==> src/rtl/instr_fetch.sv <==
// ----------------------------------------------------------------------------
// instr_fetch
//
// Fetches one 16-bit instruction as two bytes from an 8-bit memory. A fetch
// reads the byte at PC (hi byte), then the byte at PC+1 (lo byte). It then
// presents them to the instruction register on two consecutive load_ir
// strobes, hi byte first. The PC advances by one per byte read and wraps
// modulo 2^13. Every output comes straight from a flop.
//
// Ports
//   clk        in   sole clock, rising edge
//   rst_n      in   asynchronous active-low reset
//   fetch_req  in   start one fetch (sampled only while idle)
//   pc_load    in   load pc_in into PC (only while idle, wins over fetch_req)
//   pc_in      in   13-bit jump target
//   mem_rd     out  byte read request, held until mem_ready
//   mem_addr   out  13-bit byte address (always equals pc_out)
//   mem_rdata  in   read byte, valid with mem_ready
//   mem_ready  in   read completion, any number of wait cycles
//   load_ir    out  instruction register byte strobe
//   ir_data    out  byte for the instruction register, held between strobes
//   pc_out     out  current PC
//   busy       out  high whenever not idle
//   fetch_done out  one-cycle pulse together with the lo byte strobe
// ----------------------------------------------------------------------------
module instr_fetch (
    input  logic        clk,
    input  logic        rst_n,
    input  logic        fetch_req,
    input  logic        pc_load,
    input  logic [12:0] pc_in,
    output logic        mem_rd,
    output logic [12:0] mem_addr,
    input  logic [7:0]  mem_rdata,
    input  logic        mem_ready,
    output logic        load_ir,
    output logic [7:0]  ir_data,
    output logic [12:0] pc_out,
    output logic        busy,
    output logic        fetch_done
);

    typedef enum logic [2:0] {
        IDLE,
        RD_HI,
        RD_LO,
        EMIT_HI,
        EMIT_LO
    } state_t;

    state_t      state_q, state_d;
    logic [12:0] pc_q, pc_d;
    logic [7:0]  hi_q, hi_d;
    logic [7:0]  lo_q, lo_d;
    logic        mem_rd_q, mem_rd_d;
    logic        load_ir_q, load_ir_d;
    logic [7:0]  ir_data_q, ir_data_d;
    logic        busy_q, busy_d;
    logic        done_q, done_d;

    // State and all output registers. Reset takes effect immediately and
    // aborts any fetch in flight.
    always_ff @(posedge clk or negedge rst_n) begin
        if (!rst_n) begin
            state_q   <= IDLE;
            pc_q      <= 13'd0;
            hi_q      <= 8'd0;
            lo_q      <= 8'd0;
            mem_rd_q  <= 1'b0;
            load_ir_q <= 1'b0;
            ir_data_q <= 8'd0;
            busy_q    <= 1'b0;
            done_q    <= 1'b0;
        end else begin
            state_q   <= state_d;
            pc_q      <= pc_d;
            hi_q      <= hi_d;
            lo_q      <= lo_d;
            mem_rd_q  <= mem_rd_d;
            load_ir_q <= load_ir_d;
            ir_data_q <= ir_data_d;
            busy_q    <= busy_d;
            done_q    <= done_d;
        end
    end

    // Next-state logic. mem_ready is consulted only in the read states, so a
    // stray completion while no read is outstanding is ignored. Requests that
    // arrive while busy are simply dropped.
    always_comb begin
        state_d = state_q;
        pc_d    = pc_q;
        hi_d    = hi_q;
        lo_d    = lo_q;

        case (state_q)
            IDLE: begin
                if (pc_load) begin
                    pc_d = pc_in;
                end else if (fetch_req) begin
                    state_d = RD_HI;
                end
            end
            RD_HI: begin
                if (mem_ready) begin
                    hi_d    = mem_rdata;
                    pc_d    = pc_q + 13'd1;
                    state_d = RD_LO;
                end
            end
            RD_LO: begin
                if (mem_ready) begin
                    lo_d    = mem_rdata;
                    pc_d    = pc_q + 13'd1;
                    state_d = EMIT_HI;
                end
            end
            EMIT_HI: state_d = EMIT_LO;
            EMIT_LO: state_d = IDLE;
            default: state_d = IDLE;
        endcase
    end

    // Outputs are decoded from the next state so they can be registered and
    // still line up with the state they belong to. ir_data only changes when
    // a strobe is about to be issued, so it holds between fetches.
    always_comb begin
        mem_rd_d  = (state_d == RD_HI) || (state_d == RD_LO);
        load_ir_d = (state_d == EMIT_HI) || (state_d == EMIT_LO);
        done_d    = (state_d == EMIT_LO);
        busy_d    = (state_d != IDLE);
        ir_data_d = ir_data_q;
        if (state_d == EMIT_HI) begin
            ir_data_d = hi_d;
        end else if (state_d == EMIT_LO) begin
            ir_data_d = lo_d;
        end
    end

    assign mem_rd     = mem_rd_q;
    assign mem_addr   = pc_q;
    assign pc_out     = pc_q;
    assign load_ir    = load_ir_q;
    assign ir_data    = ir_data_q;
    assign busy       = busy_q;
    assign fetch_done = done_q;

endmodule

==> config.mk <==
export PLATFORM = sky130hd
export DESIGN_NAME = instr_fetch
export DESIGN_NICKNAME = d
export VERILOG_FILES = /design/src/rtl/instr_fetch.sv
export SDC_FILE = /design/constraint.sdc
export NUM_CORES = 1
export LEC_CHECK = 0
export BUFFER_PORTS_ARGS = -buffer_cell sky130_fd_sc_hd__buf_2
export CAP_MARGIN = 10
export CORE_MARGIN = 3
export CORE_UTILIZATION = 35
export DETAILED_ROUTE_END_ITERATION = 12
export GPL_TIMING_DRIVEN = 0
export PLACE_DENSITY = 0.68
export SYNTH_ARGS = -nofsm -noshare
export SYNTH_HDL_FRONTEND = slang
export SYNTH_SLANG_ARGS = --single-unit
==> constraint.sdc <==
create_clock -name clk -period 2.51 [get_ports clk]
set_input_delay 0.3765 -clock clk [delete_from_list [all_inputs] [get_ports clk]]
set_output_delay 0.3765 -clock clk [all_outputs]
set_load 0.01 [all_outputs]
# [Word level (Yosys, flattened, before mapping)]
# Index checks and enable logic that the tools add are counted.
# W data, S select, Z words.
[word_totals] regBits=44 in_bits=26 output_inout_bits=38 word_cells=41
[op_classes] add_sub_neg=1 eq_ne=9 mux=14 reduce_logical=8
[op_table] operator="$mux W8" n=6
[op_table] operator="$mux W13" n=2
[op_table] operator="$pmux W13 S2" n=1
[op_table] operator="$add A13 B1 Y13 const B" n=1
[op_table] operator="$eq A3 B2 Y1 const B" n=4
[op_table] operator="$mux W3" n=4
[op_table] operator="$pmux W3 S4" n=1
[op_table] operator="$eq A3 B1 Y1 const B" n=2
[op_table] operator="$reduce_bool A2 Y1" n=2
[op_table] operator="$eq A3 B3 Y1 const B" n=1
[op_table] operator="$logic_not A3 Y1" n=1
[op_table] operator="$reduce_and A3 Y1" n=1
[op_table] operator="$reduce_bool A3 Y1" n=1
[op_table] operator="$logic_or A1 B1 Y1" n=2
[op_table] operator="$ne A2 B1 Y1 const B" n=1
[op_table] operator="$ne A2 B2 Y1 const B" n=1
[op_table] operator="$reduce_or A2 Y1" n=1

# [Longest topological paths before layout]
[logic_depth] word_depth=6 ltp_mapped=6 mapped_depth_nobuf=5

# [Worst setup path after synthesis]
# OpenSTA, ideal clock, no wires.
[synth_timing] path_kind="flip-flop to flip-flop" startpoint="register state_q[0]" endpoint="register ir_data_q[0] (netlist: ir_data[0])" setup_ns=0.126 arrival_ns=1.623 required_ns=2.384 path_slack_ns=0.761 stages_incl_launch_ff=6 n_path_buf=1 synth_period_minus_slack_ns=1.749 cell_sequence="dfrtp_1 buf_4 and2_1 nor3b_4 mux2_2 a221o_1"
[synth_via] word_cells_on_any_way=16 cone_classes="eq/ne: 5; mux: 9; reduce/logical: 2"
[synth_lines] element="start, declared" line_no="51" text="state_t state_q, state_d;"
[synth_lines] element="start signal, assigned" line_no="75" text="state_q <= state_d;"
[synth_lines] element="$eq A3 B1 Y1" line_no="96" text="case (state_q)"
[synth_lines] element="$mux W8" line_no="96"
[synth_lines] element="named net hi_d[0]" line_no="53" text="logic [7:0] hi_q, hi_d;"
[synth_lines] element="$mux W8" line_no="133" text="if (state_d == EMIT_HI) begin"
[synth_lines] element="end signal, assigned" line_no="81" text="ir_data_q <= ir_data_d;"
[synth_lines] element="end, declared" line_no="57" text="logic [7:0] ir_data_q, ir_data_d;"
# The timed path passes the listed nets, and every way through them passes these cells. The select of a mux whose other input is x is not followed.
# A chain may end at the register's enable or synchronous reset.

# [Final worst setup path]
[layout_timing] startpoint="register state_q[0]" endpoint="register ir_data_q[3] (netlist: ir_data[3])"
# The elaborated chain is that of the path after synthesis.

==> impl_results.md <==
- Largest net degree at the start of global routing: 45
- Residual DRC count: 0
- Critical path launch point type: flop
- CTS tree: yes
- Detail Route Antenna Nets: 0
- RR Endpoint: ir_data[3]$_DFFE_PN0P_
- Max-cap violations: 0
- Fillers: between 600 and 700
- VDD IR max: 0.000498 V
- PortBufs: between 60 and 70
- Seq/Total Area, Yosys: about half
- CTS resizes: 0
- Area of the multi-input gates: 975 um^2
- Core Util, Final: between 40 and 50%
- Net Switching: 1.63 mW
- Avg Inst Size Synth: 11.7 um^2
- YS warnings: 0
- Final Max Tran Viols: 0
- Setup Skew: ~0.0082 ns
- Vias in the first global route: 1,673
- Total design power: 4.15 mW
- LEAKAGE: ~1.3 nW
- Clock Latency Late Sink: between 0.2 and 0.3 ns
- Post-CTS setup buffer count: 0
- Synth area leader: dfrtp_1
- Number of buffers created by CTS: 5
- Crit end category: flop
- Synth area leaders: dfrtp_1, mux2_2, buf_4
- Vias per cell: 5.10
- Area grow syn2layout: 23.6%
- Synth Instances: 194
- CTS Sinks: 44
- Core Area: 0.00610 mm^2
- Clock Path Buffers: 2
- Initial antenna violation count: 0
- R2R cell count: 5
- DIE WIDTH: 86.7 um
- CP max FO: 8
- HP Class: input port to asynchronous set/reset pin
- Setup TNS: 0 ns
- Overall Global Routing Usage: 13.9%
- Switching share of power: a little under 40%
- Clock share of power: roughly 15%
- Root Buffer: clkbuf_8
- H-tree depth: 2
- Comb power frac: 53.5%
- Most instantiated cells after synthesis: dfrtp_1, buf_4, mux2_2, and3_1, inv_1
- Vias: 1,728
- Final Hold Viols: 0
- GRT overflow: 0
- Reg2reg start: state_q[0]$_DFF_PN0_
- FFs w/ async S/R, synth: 100%
- Iter 0 DRT Violations: 119
- Data required time of the worst path: 2.69 ns
- Crit share post-route: around four fifths
- Num rows: 28
- Post-DP HPWL: 3.69 mm
- Count of cell types in the netlist: 48
- Routed wire length: 5.09 mm
- Critical path class: flop to flop
- Reg power frac: 31.6%
- Status: finished clean
- RePlAce Congestion: around 0.82
- Final nets: 291
- Starting Density: 37.4%
- Worst R2R Setup Slack: 0.54 ns
- Pwr/cell area: approximately 1500 mW/mm^2
- I/O pin count: 64
- Die Area: between 0.007 and 0.008 mm^2
- Drt pass-1 iters: 4
- Worst Hold Slack: 0.221 ns
- Crit path arrival time: between 2 and 2.5 ns
- Syn nets: between 200 and 250
- RSZ-0062 raised after global routing: false
- Fmax achieved: 0.508 GHz
- Number of synthesized register bits: 44
- Setup violators final: 0
- Storage cell area: 0.00110 mm^2
- Prevailing post-synth register cell: dfrtp_1
- Slew HR: 36.6%
- Clk pin slew, worst setup/hold paths: 0.08 ns
- Synthesized area: 0.00228 mm^2
- Final min period: ~2.0 ns
- Ratio of cells with drive above 1 in the final layout: roughly 47%
- Synth top area share: 48.3%
- Hold buffers post-CTS: 0
- Die extent in y: 86.7 um
- Number of synthesized flops with an enable pin: 0
- Slew @ Worst Pin: 0.950 ns
- # diodes: 0
- Internal power: 2.52 mW
- Routed length per placed instance: ~15 um
- First-pass GRT wire length: just over 8 mm
- Most frequent cell after synthesis: dfrtp_1
cells in the final DEF (no fill, tap or decap), types with 4 or more instances in the layout:
cell	instances
a21oi_1	7
a221o_1	8
a22oi_1	4
and3_1	9
buf_2	66
buf_4	15
clkbuf_8	5
dfrtp_1	44
inv_1	9
mux2_2	14
nand2_1	4
nand3_1	4
nor2_1	7
nor3_1	5
nor4_1	4
o21ai_0	5
o2bb2ai_1	5
per-stage QoR:
stage	instance area, um^2	setup WS [ns]	cells
6_report	2820	0.541	339
5_1_grt	2820	0.445	339
4_1_cts	2820	0.536	339
3_5_place_dp	2690	0.548	332
3_3_place_gp	2690	0.557	332
2_1_floorplan	2280	0.761	194
logic make-up (layout without fill, tap and decap cells):
family | Yosys count | count (layout) | share of synthesized area (%)
flip-flops | 44 | 44 | 48.3
buffers and inverters | 32 | 102 | 8.90
multiplexers | 18 | 18 | 8.79
AND/OR/NAND/NOR | 50 | 50 | 14.3
adder cells (fa/ha/maj) | 1 | 1 | 0.549
XOR/XNOR | 1 | 1 | 1.21
AO/OA/AOI/OAI | 48 | 48 | 17.9
power groups by stage:
stage	clock network, mW	registers (mW)	logic [mW]
after floorplan	0	1.37	1.54
after global placement	0	1.32	2.20
after detailed placement	0	1.33	2.22
after CTS	0.639	1.32	2.24
after global routing	0.670	1.37	2.44
final	0.619	1.31	2.22
flip-flops by register name, summed over array words and instances (netlist names):
signal      count
fetch_done      1
mem_addr       13
state_q         3
lo_q            8
load_ir         1
mem_rd          1
busy            1
hi_q            8
ir_data         8
per-layer routing:
layer  track usage [%]  share of wire (%)
met1              19.0                 46
met2              21.4                 47
met3              3.33                6.2
met4              4.82                1.6
met5                 0                  0
critical path: stages, from the launching register on:
cell     delay [ns]
dfrtp_1        0.33
buf_4          0.18
and2_1         0.16
nor3b_4        0.46
mux2_2         0.40
a221o_1        0.32
area by class of cell:
class                           instances  share of cell area (%)
Timing Repair Buffer                   63                    11.2
Sequential cell                        44                    39.1
Clock buffer                            5                    2.44
Multi-Input combinational cell        118                    34.6
Inverter                                9                    1.20
Clock inverter                          2                    2.13
Buffer                                 23                    6.00
Tap cell                               75                    3.33
how the worst max path moves through the flow:
stage / startpoint / to / slack, ns / cells past startpoint
after detailed placement: state_q[0]$_DFF_PN0_ / ir_data[3]$_DFFE_PN0P_ / 0.55 / 5
final: state_q[0]$_DFF_PN0_ / ir_data[3]$_DFFE_PN0P_ / 0.54 / 5
after global placement: state_q[0]$_DFF_PN0_ / ir_data[3]$_DFFE_PN0P_ / 0.56 / 5
after floorplan: state_q[0]$_DFF_PN0_ / ir_data[0]$_DFFE_PN0P_ / 0.76 / 5
after CTS: state_q[0]$_DFF_PN0_ / ir_data[1]$_DFFE_PN0P_ / 0.54 / 5
after global routing: state_q[0]$_DFF_PN0_ / ir_data[2]$_DFFE_PN0P_ / 0.45 / 5
(Power assumes the default switching activity.)
